--- src/rtl/uart_pkg.sv ---
// uart_pkg: shared types and helpers for the streaming UART transmitter.
//   tx_state_t      : transmitter FSM state encoding.
//   calc_bit_period : clock cycles per serial bit, integer-truncated.
package uart_pkg;

  typedef enum logic [2:0] {
    IDLE   = 3'd0,
    START  = 3'd1,
    DATA   = 3'd2,
    PARITY = 3'd3,
    STOP   = 3'd4
  } tx_state_t;

  function automatic int calc_bit_period(input int clk_freq, input int baud);
    return clk_freq / baud;
  endfunction

endpackage

--- src/rtl/uart_tx_fifo.sv ---
// uart_tx_fifo: synchronous first-word-fall-through FIFO feeding the UART
// transmitter. rd_data_o is valid whenever empty_o is low.
// Ports:
//   clk, rstn   : clock, synchronous active-low reset (flushes contents)
//   push_i      : write request; only honoured while ready_o is high
//   wr_data_i   : write data
//   pop_i       : read request; ignored while empty
//   rd_data_o   : head-of-queue word
//   empty_o     : no words held
//   ready_o     : registered "not full", low during reset
//   level_o     : number of words held
module uart_tx_fifo
  import uart_pkg::*;
#(
  parameter int DEPTH = 16,
  parameter int WIDTH = 8
) (
  input  logic                     clk,
  input  logic                     rstn,
  input  logic                     push_i,
  input  logic [WIDTH-1:0]         wr_data_i,
  input  logic                     pop_i,
  output logic [WIDTH-1:0]         rd_data_o,
  output logic                     empty_o,
  output logic                     ready_o,
  output logic [$clog2(DEPTH):0]   level_o
);

  localparam int PTR_W = $clog2(DEPTH);
  localparam int LVL_W = PTR_W + 1;

  logic [WIDTH-1:0] mem_q [DEPTH];
  logic [PTR_W-1:0] wr_ptr_q, rd_ptr_q;
  logic [LVL_W-1:0] level_q, level_d;
  logic             ready_q;
  logic             push, pop;

  assign push    = push_i && ready_q;
  assign pop     = pop_i && (level_q != '0);
  assign level_d = level_q + LVL_W'(push) - LVL_W'(pop);

  always_ff @(posedge clk) begin
    if (!rstn) begin
      wr_ptr_q <= '0;
      rd_ptr_q <= '0;
      level_q  <= '0;
      ready_q  <= 1'b0;
    end else begin
      if (push) wr_ptr_q <= wr_ptr_q + PTR_W'(1);
      if (pop)  rd_ptr_q <= rd_ptr_q + PTR_W'(1);
      level_q <= level_d;
      // Ready looks at the next level, so a pop while full reopens the
      // input on the following cycle.
      ready_q <= (level_d != LVL_W'(DEPTH));
    end
  end

  always_ff @(posedge clk) begin
    if (push) mem_q[wr_ptr_q] <= wr_data_i;
  end

  assign rd_data_o = mem_q[rd_ptr_q];
  assign empty_o   = (level_q == '0);
  assign ready_o   = ready_q;
  assign level_o   = level_q;

endmodule

--- src/rtl/uart_tx_stream.sv ---
// uart_tx_stream: streaming UART transmitter. Words arrive on a valid/ready
// stream into a FIFO and are serialised LSB first as start, data,
// [parity], stop bits. Frames are sent back to back while words are queued.
// Optional parity is compiled in with the macro UART_TX_PARITY_EN.
// Handshake: a word transfers on a rising clk edge where s_valid && s_ready;
//   s_data must stay stable while s_valid is high and s_ready is low.
// Ports:
//   clk, rstn    : clock, synchronous active-low reset
//   s_valid      : input word valid
//   s_ready      : FIFO can accept a word (registered)
//   s_data       : input word
//   par_odd      : 1 = odd parity, 0 = even; latched when a word is popped
//   uart_tx      : serial line, idle high (registered)
//   busy         : frame in flight or FIFO non-empty
//   fifo_level   : words held in the FIFO (registered)
module uart_tx_stream
  import uart_pkg::*;
#(
  parameter int CLK_FREQ   = 50000000,
  parameter int BAUD_RATE  = 115200,
  parameter int DATA_BITS  = 8,
  parameter int STOP_BITS  = 1,
  parameter int FIFO_DEPTH = 16
) (
  input  logic                          clk,
  input  logic                          rstn,
  input  logic                          s_valid,
  output logic                          s_ready,
  input  logic [DATA_BITS-1:0]          s_data,
  input  logic                          par_odd,
  output logic                          uart_tx,
  output logic                          busy,
  output logic [$clog2(FIFO_DEPTH):0]   fifo_level
);

  localparam int BIT_PERIOD = calc_bit_period(CLK_FREQ, BAUD_RATE);
  localparam int CNT_W      = (BIT_PERIOD > 1) ? $clog2(BIT_PERIOD) : 1;

  if (BIT_PERIOD < 2) begin : g_bit_period_check
    $error("uart_tx_stream: CLK_FREQ/BAUD_RATE must be at least 2");
  end
  if (DATA_BITS < 5 || DATA_BITS > 8) begin : g_data_bits_check
    $error("uart_tx_stream: DATA_BITS must be 5..8");
  end
  if (STOP_BITS < 1 || STOP_BITS > 2) begin : g_stop_bits_check
    $error("uart_tx_stream: STOP_BITS must be 1 or 2");
  end

`ifdef UART_TX_PARITY_EN
  localparam tx_state_t AFTER_DATA = PARITY;
`else
  localparam tx_state_t AFTER_DATA = STOP;
`endif

  logic [DATA_BITS-1:0] fifo_rd_data;
  logic                 fifo_empty;
  logic                 pop;

  uart_tx_fifo #(
    .DEPTH (FIFO_DEPTH),
    .WIDTH (DATA_BITS)
  ) u_fifo (
    .clk       (clk),
    .rstn      (rstn),
    .push_i    (s_valid),
    .wr_data_i (s_data),
    .pop_i     (pop),
    .rd_data_o (fifo_rd_data),
    .empty_o   (fifo_empty),
    .ready_o   (s_ready),
    .level_o   (fifo_level)
  );

  tx_state_t            state_q;
  logic [CNT_W-1:0]     cnt_q;
  logic [2:0]           idx_q;
  logic [DATA_BITS-1:0] shift_q;
  logic                 uart_tx_q;
  logic                 bit_last;
  logic                 frame_last;

`ifdef UART_TX_PARITY_EN
  logic                 par_q;
`else
  logic                 unused_par_odd;
  assign unused_par_odd = par_odd;
`endif

  assign bit_last   = (cnt_q == CNT_W'(BIT_PERIOD - 1));
  assign frame_last = (state_q == STOP) && bit_last && (idx_q == 3'(STOP_BITS - 1));
  // Pop from IDLE, or on the final stop cycle so frames abut with no gap.
  assign pop        = !fifo_empty && ((state_q == IDLE) || frame_last);

  always_ff @(posedge clk) begin
    if (!rstn) begin
      state_q   <= IDLE;
      cnt_q     <= '0;
      idx_q     <= '0;
      shift_q   <= '0;
      uart_tx_q <= 1'b1;
`ifdef UART_TX_PARITY_EN
      par_q     <= 1'b0;
`endif
    end else begin
      // The line follows the state one cycle later; every bit still spans
      // exactly BIT_PERIOD cycles.
      case (state_q)
        START:   uart_tx_q <= 1'b0;
        DATA:    uart_tx_q <= shift_q[0];
`ifdef UART_TX_PARITY_EN
        PARITY:  uart_tx_q <= par_q;
`endif
        default: uart_tx_q <= 1'b1;
      endcase

      if (pop) begin
        shift_q <= fifo_rd_data;
`ifdef UART_TX_PARITY_EN
        par_q   <= (^fifo_rd_data) ^ par_odd;
`endif
        cnt_q   <= '0;
        idx_q   <= '0;
        state_q <= START;
      end else if (state_q != IDLE) begin
        cnt_q <= bit_last ? '0 : cnt_q + CNT_W'(1);
        if (bit_last) begin
          case (state_q)
            START: begin
              idx_q   <= '0;
              state_q <= DATA;
            end
            DATA: begin
              shift_q <= shift_q >> 1;
              if (idx_q == 3'(DATA_BITS - 1)) begin
                idx_q   <= '0;
                state_q <= AFTER_DATA;
              end else begin
                idx_q <= idx_q + 3'd1;
              end
            end
`ifdef UART_TX_PARITY_EN
            PARITY: begin
              idx_q   <= '0;
              state_q <= STOP;
            end
`endif
            STOP: begin
              if (idx_q == 3'(STOP_BITS - 1)) begin
                idx_q   <= '0;
                state_q <= IDLE;
              end else begin
                idx_q <= idx_q + 3'd1;
              end
            end
            default: state_q <= IDLE;
          endcase
        end
      end
    end
  end

  assign uart_tx = uart_tx_q;
  assign busy    = (state_q != IDLE) || (fifo_level != '0);

endmodule

--- config.mk ---
export PLATFORM = sky130hd
export DESIGN_NAME = uart_tx_stream
export DESIGN_NICKNAME = d
export VERILOG_FILES = /design/src/rtl/uart_pkg.sv /design/src/rtl/uart_tx_fifo.sv /design/src/rtl/uart_tx_stream.sv
export SDC_FILE = /design/constraint.sdc
export NUM_CORES = 1
export LEC_CHECK = 0
export CELL_PAD_IN_SITES_DETAIL_PLACEMENT = 1
export CELL_PAD_IN_SITES_GLOBAL_PLACEMENT = 1
export CORE_ASPECT_RATIO = 0.75
export CORE_UTILIZATION = 42
export CTS_CLUSTER_DIAMETER = 50
export DETAILED_ROUTE_END_ITERATION = 8
export HOLD_SLACK_MARGIN = 0.12
export PLACE_DENSITY = 0.72
export SLEW_MARGIN = 20
export SYNTH_ARGS = -nofsm -noshare
export SYNTH_HDL_FRONTEND = slang
export SYNTH_SLANG_ARGS = --single-unit
--- constraint.sdc ---
create_clock -name clk -period 6.7 [get_ports clk]
set_input_delay 0.67 -clock clk [delete_from_list [all_inputs] [get_ports clk]]
set_output_delay 0.67 -clock clk [all_outputs]
set_load 0.005 [all_outputs]
==> results of run 1 <==
[synth_stat cells, types with 4 or more instances]
library cell and count:
a21oi_1 9, a22oi_1 16, a31oi_1 6, and2_1 16, and3_1 7, buf_2 7
clkbuf_1 11, dfxtp_1 42, edfxtp_1 128, ha_1 16, inv_1 17, mux2_2 7
mux2i_1 4, mux4_2 32, nand2_1 17, nand3_1 10, nor2_1 24, nor2b_1 8
o21ai_0 11, xnor2_1 9, xor2_1 7
[power by group through the flow]
| stage | Sequential (µW) | Combinational [µW] | Clock (µW) |
|---|---|---|---|
| 2_1_floorplan | 1260 | 460 | 0 |
| 4_1_cts | 1270 | 635 | 925 |
| 6_report | 1270 | 625 | 907 |
| 3_5_place_dp | 1290 | 627 | 0 |
| 3_3_place_gp | 1290 | 610 | 0 |
| 5_1_grt | 1280 | 694 | 962 |
[cell families (layout without fill, tap and decap cells)]
kind of cell / count (synthesis) / in the layout
AOI/OAI and AO/OA: 51 / 51
xor gates and xnor gates: 16 / 16
adders and majority gates: 17 / 17
buffers and inverters: 37 / 70
DFF: 170 / 170
muxes: 43 / 43
and+or+nand+nor: 103 / 103
[critical path, delay by kind of cell (launching register included)]
kind	cells	cell delay (ns)
buf+inv	4	0.40
fa+ha+maj	4	0.98
simple gates	4	1.06
compound gates	1	0.14
flops	1	0.33
xor+xnor	1	0.16
[state kept, by name, summed over array words and instances (netlist names), named ones only]
register and cells:
cnt_q 9, u_fifo.mem_q 128, u_fifo.ready_o 1, u_fifo.rd_ptr_q 4, u_fifo.wr_ptr_q 4, shift_q 8, u_fifo.level_o 5, uart_tx 1
state_q 3, idx_q 3
[worst max path at each step]
stage	startpoint	end	cells after the start	slack [ns]
finish	u_fifo.level_o[3]$_SDFF_PN0_	u_fifo.ready_o$_SDFF_PN0_	14	3.47
global route	u_fifo.level_o[2]$_SDFF_PN0_	u_fifo.ready_o$_SDFF_PN0_	16	3.28
CTS	u_fifo.level_o[3]$_SDFF_PN0_	u_fifo.ready_o$_SDFF_PN0_	16	3.47
detailed placement	u_fifo.level_o[3]$_SDFF_PN0_	u_fifo.ready_o$_SDFF_PN0_	16	3.51
global placement	u_fifo.level_o[3]$_SDFF_PN0_	u_fifo.ready_o$_SDFF_PN0_	16	3.52
floorplan	u_fifo.level_o[2]$_SDFF_PN0_	u_fifo.ready_o$_SDFF_PN0_	16	3.69
[metal layers]
metal  wire length (µm)  GRT usage
met1               6460      0.253
met2               7240      0.292
met3                771     0.0460
met4                143     0.0768
met5                  0          0
[area by class of cell]
class                           instances  share of cell area
Clock buffer                           23              0.0609
Clock inverter                          9             0.00858
Inverter                               17             0.00810
Multi-Input combinational cell        230               0.268
Sequential cell                       170               0.595
Tap cell                              210              0.0334
Timing Repair Buffer                   21              0.0257
[metrics by stage]
stage | hold slack (ns) | setup slack [ns] | utilization | cells | power (µW)
finish | 0.490 | 3.47 | 0.490 | 680 | 2800
global route | 0.539 | 3.28 | 0.490 | 680 | 2930
floorplan | 0.445 | 3.69 | - | 437 | 1720
detailed placement | 0.487 | 3.51 | 0.456 | 648 | 1920
global placement | 0.457 | 3.52 | 0.456 | 648 | 1900
CTS | 0.494 | 3.47 | 0.490 | 680 | 2830
==> flow_results.org, run 1 <==
** Yosys
- The synthesized design contains 170 register bits.
- Cell count after synthesis :: approximately 440
- Portion of the post-synthesis area used by sequential elements :: 0.675
- The cell area that synthesis handed to floorplanning was 0.00694 mm².
- Number of flops mapped to enable cells by yosys :: 128
- After synthesis, the largest family of logic cells by area is multiplexers.
- Mean post-synth cell area :: roughly 16 µm²
- Share of flip-flops with an asynchronous set or reset :: 0
- Of the post-synthesis cell area, the dominant cell type holds 0.554.
- The fraction of the mapped netlist area in compound gates came to 0.0501.
- Basic-gate share of the synthesized area counting and, or, nand and nor cells :: 0.0813
- Portion of netlist area occupied by mux cells :: 0.121
- Of the total synthesized cell area, the portion taken by XOR and XNOR cells is 0.0202.
- In the synthesized netlist the dominant register cell turns out to be edfxtp_1.
- Yosys printed 0 warnings.
- Adder-cell share of the synthesized area :: 0.0317
- The biggest area contributor in the post-synthesis netlist is edfxtp_1.
- Post-Synthesis Net Count :: 466
- Ranked by total cell area, the synthesized netlist is headed by edfxtp_1, dfxtp_1, mux4_2, ha_1, a22oi_1.
- After synthesis, the netlist uses 41 different library cells.

** Status
- The flow ran to the end, and the final reports show no timing, DRC or antenna violations.

** Setup path
- For the worst setup path, the data required time is 6.99 ns.
- Walking the worst path, the cells encountered are inv_1, ha_1, nor4b_1, or3_1, nor2_1, buf_4, ha_1, inv_1, ha_1, inv_1, fa_1, xnor2_1, nor3b_1, a31oi_1.
- Element type at the critical path end :: flop
- Biggest fanout along the worst timing path :: 23
- Internal reg-to-reg setup slack :: between 3 and 4 ns
- Reg2reg path depth :: 14
- Startpoint type of the worst setup path :: flop
- The critical path is of the flop to flop type.
- The worst register-to-register path begins at u_fifo.level_o[3]$_SDFF_PN0_.
- Critical Path Slowest Stage Cell :: nor4b_1
- For the worst setup path, the data arrival time is 3.51 ns.
- Delay of the slowest cell on the worst path :: 0.53 ns
- End of the worst register-to-register path :: u_fifo.ready_o$_SDFF_PN0_

** Final layout
- Post-route standard cell area excluding fillers :: 0.00787 mm²
- Final-layout fill cell count :: 1,517
- Leaving out fill and tap cells, the most frequent cells in the layout are edfxtp_1, dfxtp_1, mux4_2, nor2_1.
- In the final layout, the share of cells above drive strength 1 is 0.157.
- The library cell used most frequently in the layout, excluding fill and tap cells, is edfxtp_1.
- Area delta synth->final :: 13.4%
- In the final layout, flip-flops and latches occupy 0.00469 mm².
- At the end of the flow, the number of nets in the layout was 486.
- In the final layout, the multi-input gates occupy 0.00211 mm².
- 0 antenna diodes ended up in the layout.

** CTS
- H-tree depth :: 4
- Number of buffers on the longest clock path :: 2
- CTS tree :: yes
- For this design, the sink count on the clock tree is 170.
- Count of instances resized after the clock tree is built :: 0
- The clock reaches the later pin of the worst-skew pair after between 0.4 and 0.5 ns.
- Post-CTS Repair Setup Buffers :: 0
- Clock Tree Root :: clkbuf_16
- Quantity of hold-fixing buffers added after cts :: 0
- Number of buffers inserted during clock tree synthesis :: 17
- After clock tree synthesis, the clock-pin slew on the worst setup and hold paths is 0.07 ns.

** Floorplan
- The die is 150 µm wide.
- Count of pins on the block boundary :: 20
- Measured along the y axis, the die boundary spans 113 µm.
- The total area inside the core boundary comes to between 0.015 and 0.02 mm².
- Cell Rows :: 40
- The floorplan step defined a die boundary enclosing between 0.015 and 0.02 mm².
- The initial utilization of the core area, before any placement, comes to 0.432.

** Power
- P per Cell Area :: around 360 mW/mm²
- Of the total power, registers draw 0.453.
- Switching part of the total power :: 0.280
- The worst-case IR drop observed on VDD is 0.180 mV.
- Of the total power, the clock network draws 0.324.
- Combinational fraction of design power :: 0.223
- For this design the static power due to leakage is 0.00261 µW.
- The analysis attributes to net switching a power of roughly 800 µW.
- Internal power contribution :: approximately 2000 µW

** Drt
- Using the TritonRoute via totals, the vias-per-cell ratio works out to 5.38.
- The final layout contains routed wiring with a total length of 14,600 µm.
- After detailed routing, the average wire length per cell comes to 21.5 µm.
- The first detailed-routing pass took 5 iterations.
- Remaining antenna violation count :: 0
- For this run, design rule violations remaining after detail routing come to 0.
- The first routing iteration left 273 violations.
- Detailed routing inserted a total of around 3,700 vias.

** GRT
- In the global route stage, overall resource usage came out at 0.188.
- Overall overflow remaining after global route :: 0
- Number of antenna violations at the first check in global routing :: 0
- Maximum number of pins on one net before global-route repair :: 33
- The number of global-route vias before repair is 3,887.
- The first global-routing pass estimated 22,600 µm of wire.

** STA
- Slew headroom :: 0.549
- The number of slew-limit violations in the final report came to 0.
- Final Skew :: around 0.013 ns
- Fin Setup TNS :: 0 ns
- Final worst-path cycle share :: 0.482
- Final setup viols :: 0
- Maximum frequency from static timing analysis :: 0.310 GHz
- Setup repair after global routing left no endpoint under its margin.
- Post-layout min period :: roughly 3.2 ns
- The count of final hold-check violations came to 0.
- Worst Tran Pin Value :: 0.674 ns

** Place
- After legalization and detailed placement, the total HPWL measured between 9000 and 10,000 µm.
- Quantity of I/O buffers inserted on ports :: 18
- Routability-driven placement finished with a final weighted congestion of 0.767.
- The placed instances occupy a cell area of 0.00733 mm².

** Hold path
- Cell count of the worst hold path :: 2
- Min-Delay Startpoint :: idx_q[0]$_SDFFE_PP0P_
- The path class of the tightest hold or removal check is flop to flop.
- End point of the worst hold path :: idx_q[0]$_SDFFE_PP0P_

** Job
- Number of maximum-capacitance violations :: 0
No activity file was read; power rests on OpenSTA's default activity.
==> run 2, diff against run 1 <==
--- a/config.mk
+++ b/config.mk
@@ -12,7 +12,7 @@
 export CTS_CLUSTER_DIAMETER = 50
 export DETAILED_ROUTE_END_ITERATION = 8
 export HOLD_SLACK_MARGIN = 0.12
-export PLACE_DENSITY = 0.72
+export PLACE_DENSITY = 0.74
 export SLEW_MARGIN = 20
 export SYNTH_ARGS = -nofsm -noshare
 export SYNTH_HDL_FRONTEND = slang
==> constraint.sdc (replaced) <==
create_clock -name clk -period 2.7 [get_ports clk]
set_input_delay 0.27 -clock clk [delete_from_list [all_inputs] [get_ports clk]]
set_output_delay 0.27 -clock clk [all_outputs]
set_load 0.005 [all_outputs]
==> run 2 against run 1 <==
Against the previous run: worst hold slack worse by 0.011 ns; via count is 3.5% higher; final area is 3.1% higher; critical endpoint unchanged; largest cell class unchanged; largest power group unchanged; highest routed layer unchanged.
==> flow_results.org, run 2 (synthesis gave the netlist of run 1 again) <==
** GRT
- GR met2 Demand/Resource :: 0.321
- Global routing met1 resource utilization :: 0.261
- In the global route stage, met3 resource usage came out at 0.0500.
- The first global-routing pass estimated 23,800 µm of wire.
- The number of global-route vias before repair came to 4,121.
- Global-route usage over all layers :: 0.197
- Maximum number of pins on one net before global-route repair :: 33
- GRT busiest layer :: met2
- Number of antenna violations at the first check in global routing :: 0
- Overall overflow remaining after global route :: 0

** Final layout
- Final-layout fill cell count :: between 1,500 and 2,000
- Area taken by multi-input logic gates :: 0.00219 mm²
- Flip-flop count of the largest register after layout :: 128
- Area delta synth->final :: 16.9%
- Leading cell types in the layout, fill and taps excluded :: edfxtp_1, dfxtp_1, mux4_2, nor2_1
- FF/Latch Area :: 0.00469 mm²
- The library cell used most frequently in the layout, excluding fill and tap cells, is edfxtp_1.
- Leaving out filler cells and counting taps, the final layout contains around 700.
- Final net count :: 502
- Largest registers :: u_fifo.mem_q x128, cnt_q x9, shift_q x8
- Of the cells placed in the final design, the portion with a size suffix greater than 1 is 0.226.
- 0 antenna diodes ended up in the layout.
- Largest Register :: u_fifo.mem_q

** STA
- Worst hold margin :: 0.479 ns
- Final setup viols :: 0
- Post-layout min period :: ~2.6 ns
- Worst Tran Pin Value :: 0.742 ns
- Final worst-path cycle share :: 0.977
- Slew headroom :: 0.504
- Count of final hold-check violations :: 0
- Across the routed clock network, the largest skew measured is 0.00915 ns.
- Fin Setup TNS :: 0 ns
- Final setup slack of the worst path :: 0.0630 ns
- Final Max Slew Viols :: 0
- Maximum frequency from static timing analysis :: 0.379 GHz

** Place
- At the end of routability-driven placement, the weighted congestion stood at 0.799.
- Detailed placement ended at an HPWL of about 10000 µm.
- The count of buffers added on input and output ports is 18.
- At the placement stage, the worst setup path has a slack of -0.0461 ns.
- Total placed cells including tap cells :: ~660

** Drt
- After detailed routing, the number of vias per cell comes to ~5.4.
- Wire length per cell after detailed routing :: 22.2 µm
- Once detail routing completed, the nets flagged for antenna violations numbered 0.
- For this block, the routed nets add up to between 15,000 and 20,000 µm of wire.
- Vias after detailed routing :: between 3,000 and 4,000
- DRT Pass-1 Iters :: 4
- After detailed routing, the number of remaining DRC violations is 0.
- Initial detailed-routing violation count :: between 200 and 300

** Floorplan
- During I/O placement, the number of pins put on the boundary was 20.
- Initial core utilization :: 0.432
- Die area :: 0.0171 mm²
- The die is roughly 150 µm wide.
- In this run the standard cell core region covers 0.0161 mm².
- The floorplan has 40 rows.
- The die is roughly 110 µm tall.

** CTS
- Clock tree synthesis inserted a total of 17 buffers.
- The clock reaches the later pin of the worst-skew pair after around 0.42 ns.
- The tree is rooted in a clkbuf_16.
- After clock tree synthesis, the clock-pin slew on the worst setup and hold paths is 0.07 ns.
- TritonCTS sink count :: 170
- Buffers inserted to repair hold after CTS numbered 0.
- CTS tree :: yes
- H-tree depth :: 4
- Number of buffers on the longest clock path :: 2

** Hold path
- In this run the worst hold path is classified as flop to flop.
- Cell count of the worst hold path :: 2

** Setup path
- The worst register-to-register path has a depth of 15.
- In this run the worst path has a maximum fanout of 2.
- Crit path required time :: 2.98 ns
- The worst setup path is launched from a flop.
- The worst setup path is of the flop to flop kind.
- STA classifies the critical path endpoint as a flop.
- Internal reg-to-reg setup slack :: 0.06 ns
- Data arrives at the worst endpoint at 2.92 ns.

** Power
- Leakage power :: ~0.0027 µW
- Power spread over the standard cell area amounts to 904 mW/mm².
- Across the VDD grid, the largest voltage drop is 0.488 mV.
- Sum of internal, switching and leakage power :: roughly 7300 µW

** Status
- The run finished with clean final reports.

** Job
- The tool flagged a number of max-cap violations equal to 0.
## run 2: cell types whose count changed in the layout (fill, tap and decap cells not counted), sizes merged
| cell | change |
|---|---|
| inv | +3 |
| clkbuf | -2 |
| clkinvlp | +2 |
| buf | +16 |
| bufinv | +1 |
| clkinv | -4 |
## run 2: layout make-up
type / count / share of cell area
Inverter: 17 / 0.00817
Clock buffer: 21 / 0.0567
Timing Repair Buffer: 37 / 0.0413
Sequential cell: 170 / 0.578
Multi-Input combinational cell: 230 / 0.270
Tap cell: 210 / 0.0324
Clock inverter: 11 / 0.0139
## run 2: worst paths after layout
path                                startpoint                         to
hold / removal         shift_q[7]$_SDFFE_PN0P_    shift_q[7]$_SDFFE_PN0P_
hold reg to reg        shift_q[7]$_SDFFE_PN0P_    shift_q[7]$_SDFFE_PN0P_
setup / recovery  u_fifo.level_o[2]$_SDFF_PN0_  u_fifo.ready_o$_SDFF_PN0_
setup reg to reg  u_fifo.level_o[2]$_SDFF_PN0_  u_fifo.ready_o$_SDFF_PN0_
## run 2: metal layers
metal / part of all wire / up-vias / wire length [µm]
met5: 0 / - / 0
li1: - / 1746 / -
met2: 0.51 / 75 / 7880
met3: 0.064 / 6 / 984
met1: 0.42 / 1958 / 6510
met4: 0.0056 / 0 / 86
## run 2: through the flow
step            util  instance area (µm²)
3_3_place_gp   0.465                 7460
5_1_grt        0.505                 8120
4_1_cts        0.501                 8060
2_1_floorplan      -                 7000
6_report       0.505                 8120
3_5_place_dp   0.465                 7460
## run 2: report_power, final
group	switching (µW)	leakage, µW	internal [µW]	total [µW]
logic	909	0.000941	944	1850
registers	133	0.00150	2990	3120
clock network	1030	0.000273	1340	2360
## run 2: worst max-delay path, stage by stage, from the launching register on
cell and delay (ns):
dfxtp_2 0.34, inv_2 0.06, ha_4 0.16, nor4b_4 0.13
or3_4 0.35, nor2_4 0.14, ha_4 0.21, inv_4 0.05
ha_4 0.12, inv_2 0.03, fa_2 0.34, inv_1 0.06
a21oi_1 0.05, o21bai_1 0.18, xnor2_1 0.16, a31oi_1 0.11
## run 2: timing repair
action	CTS	global route
setup buffers	0	6
gates resized for setup	3	5
pin swaps	2	8
endpoints found under the setup margin	2	2
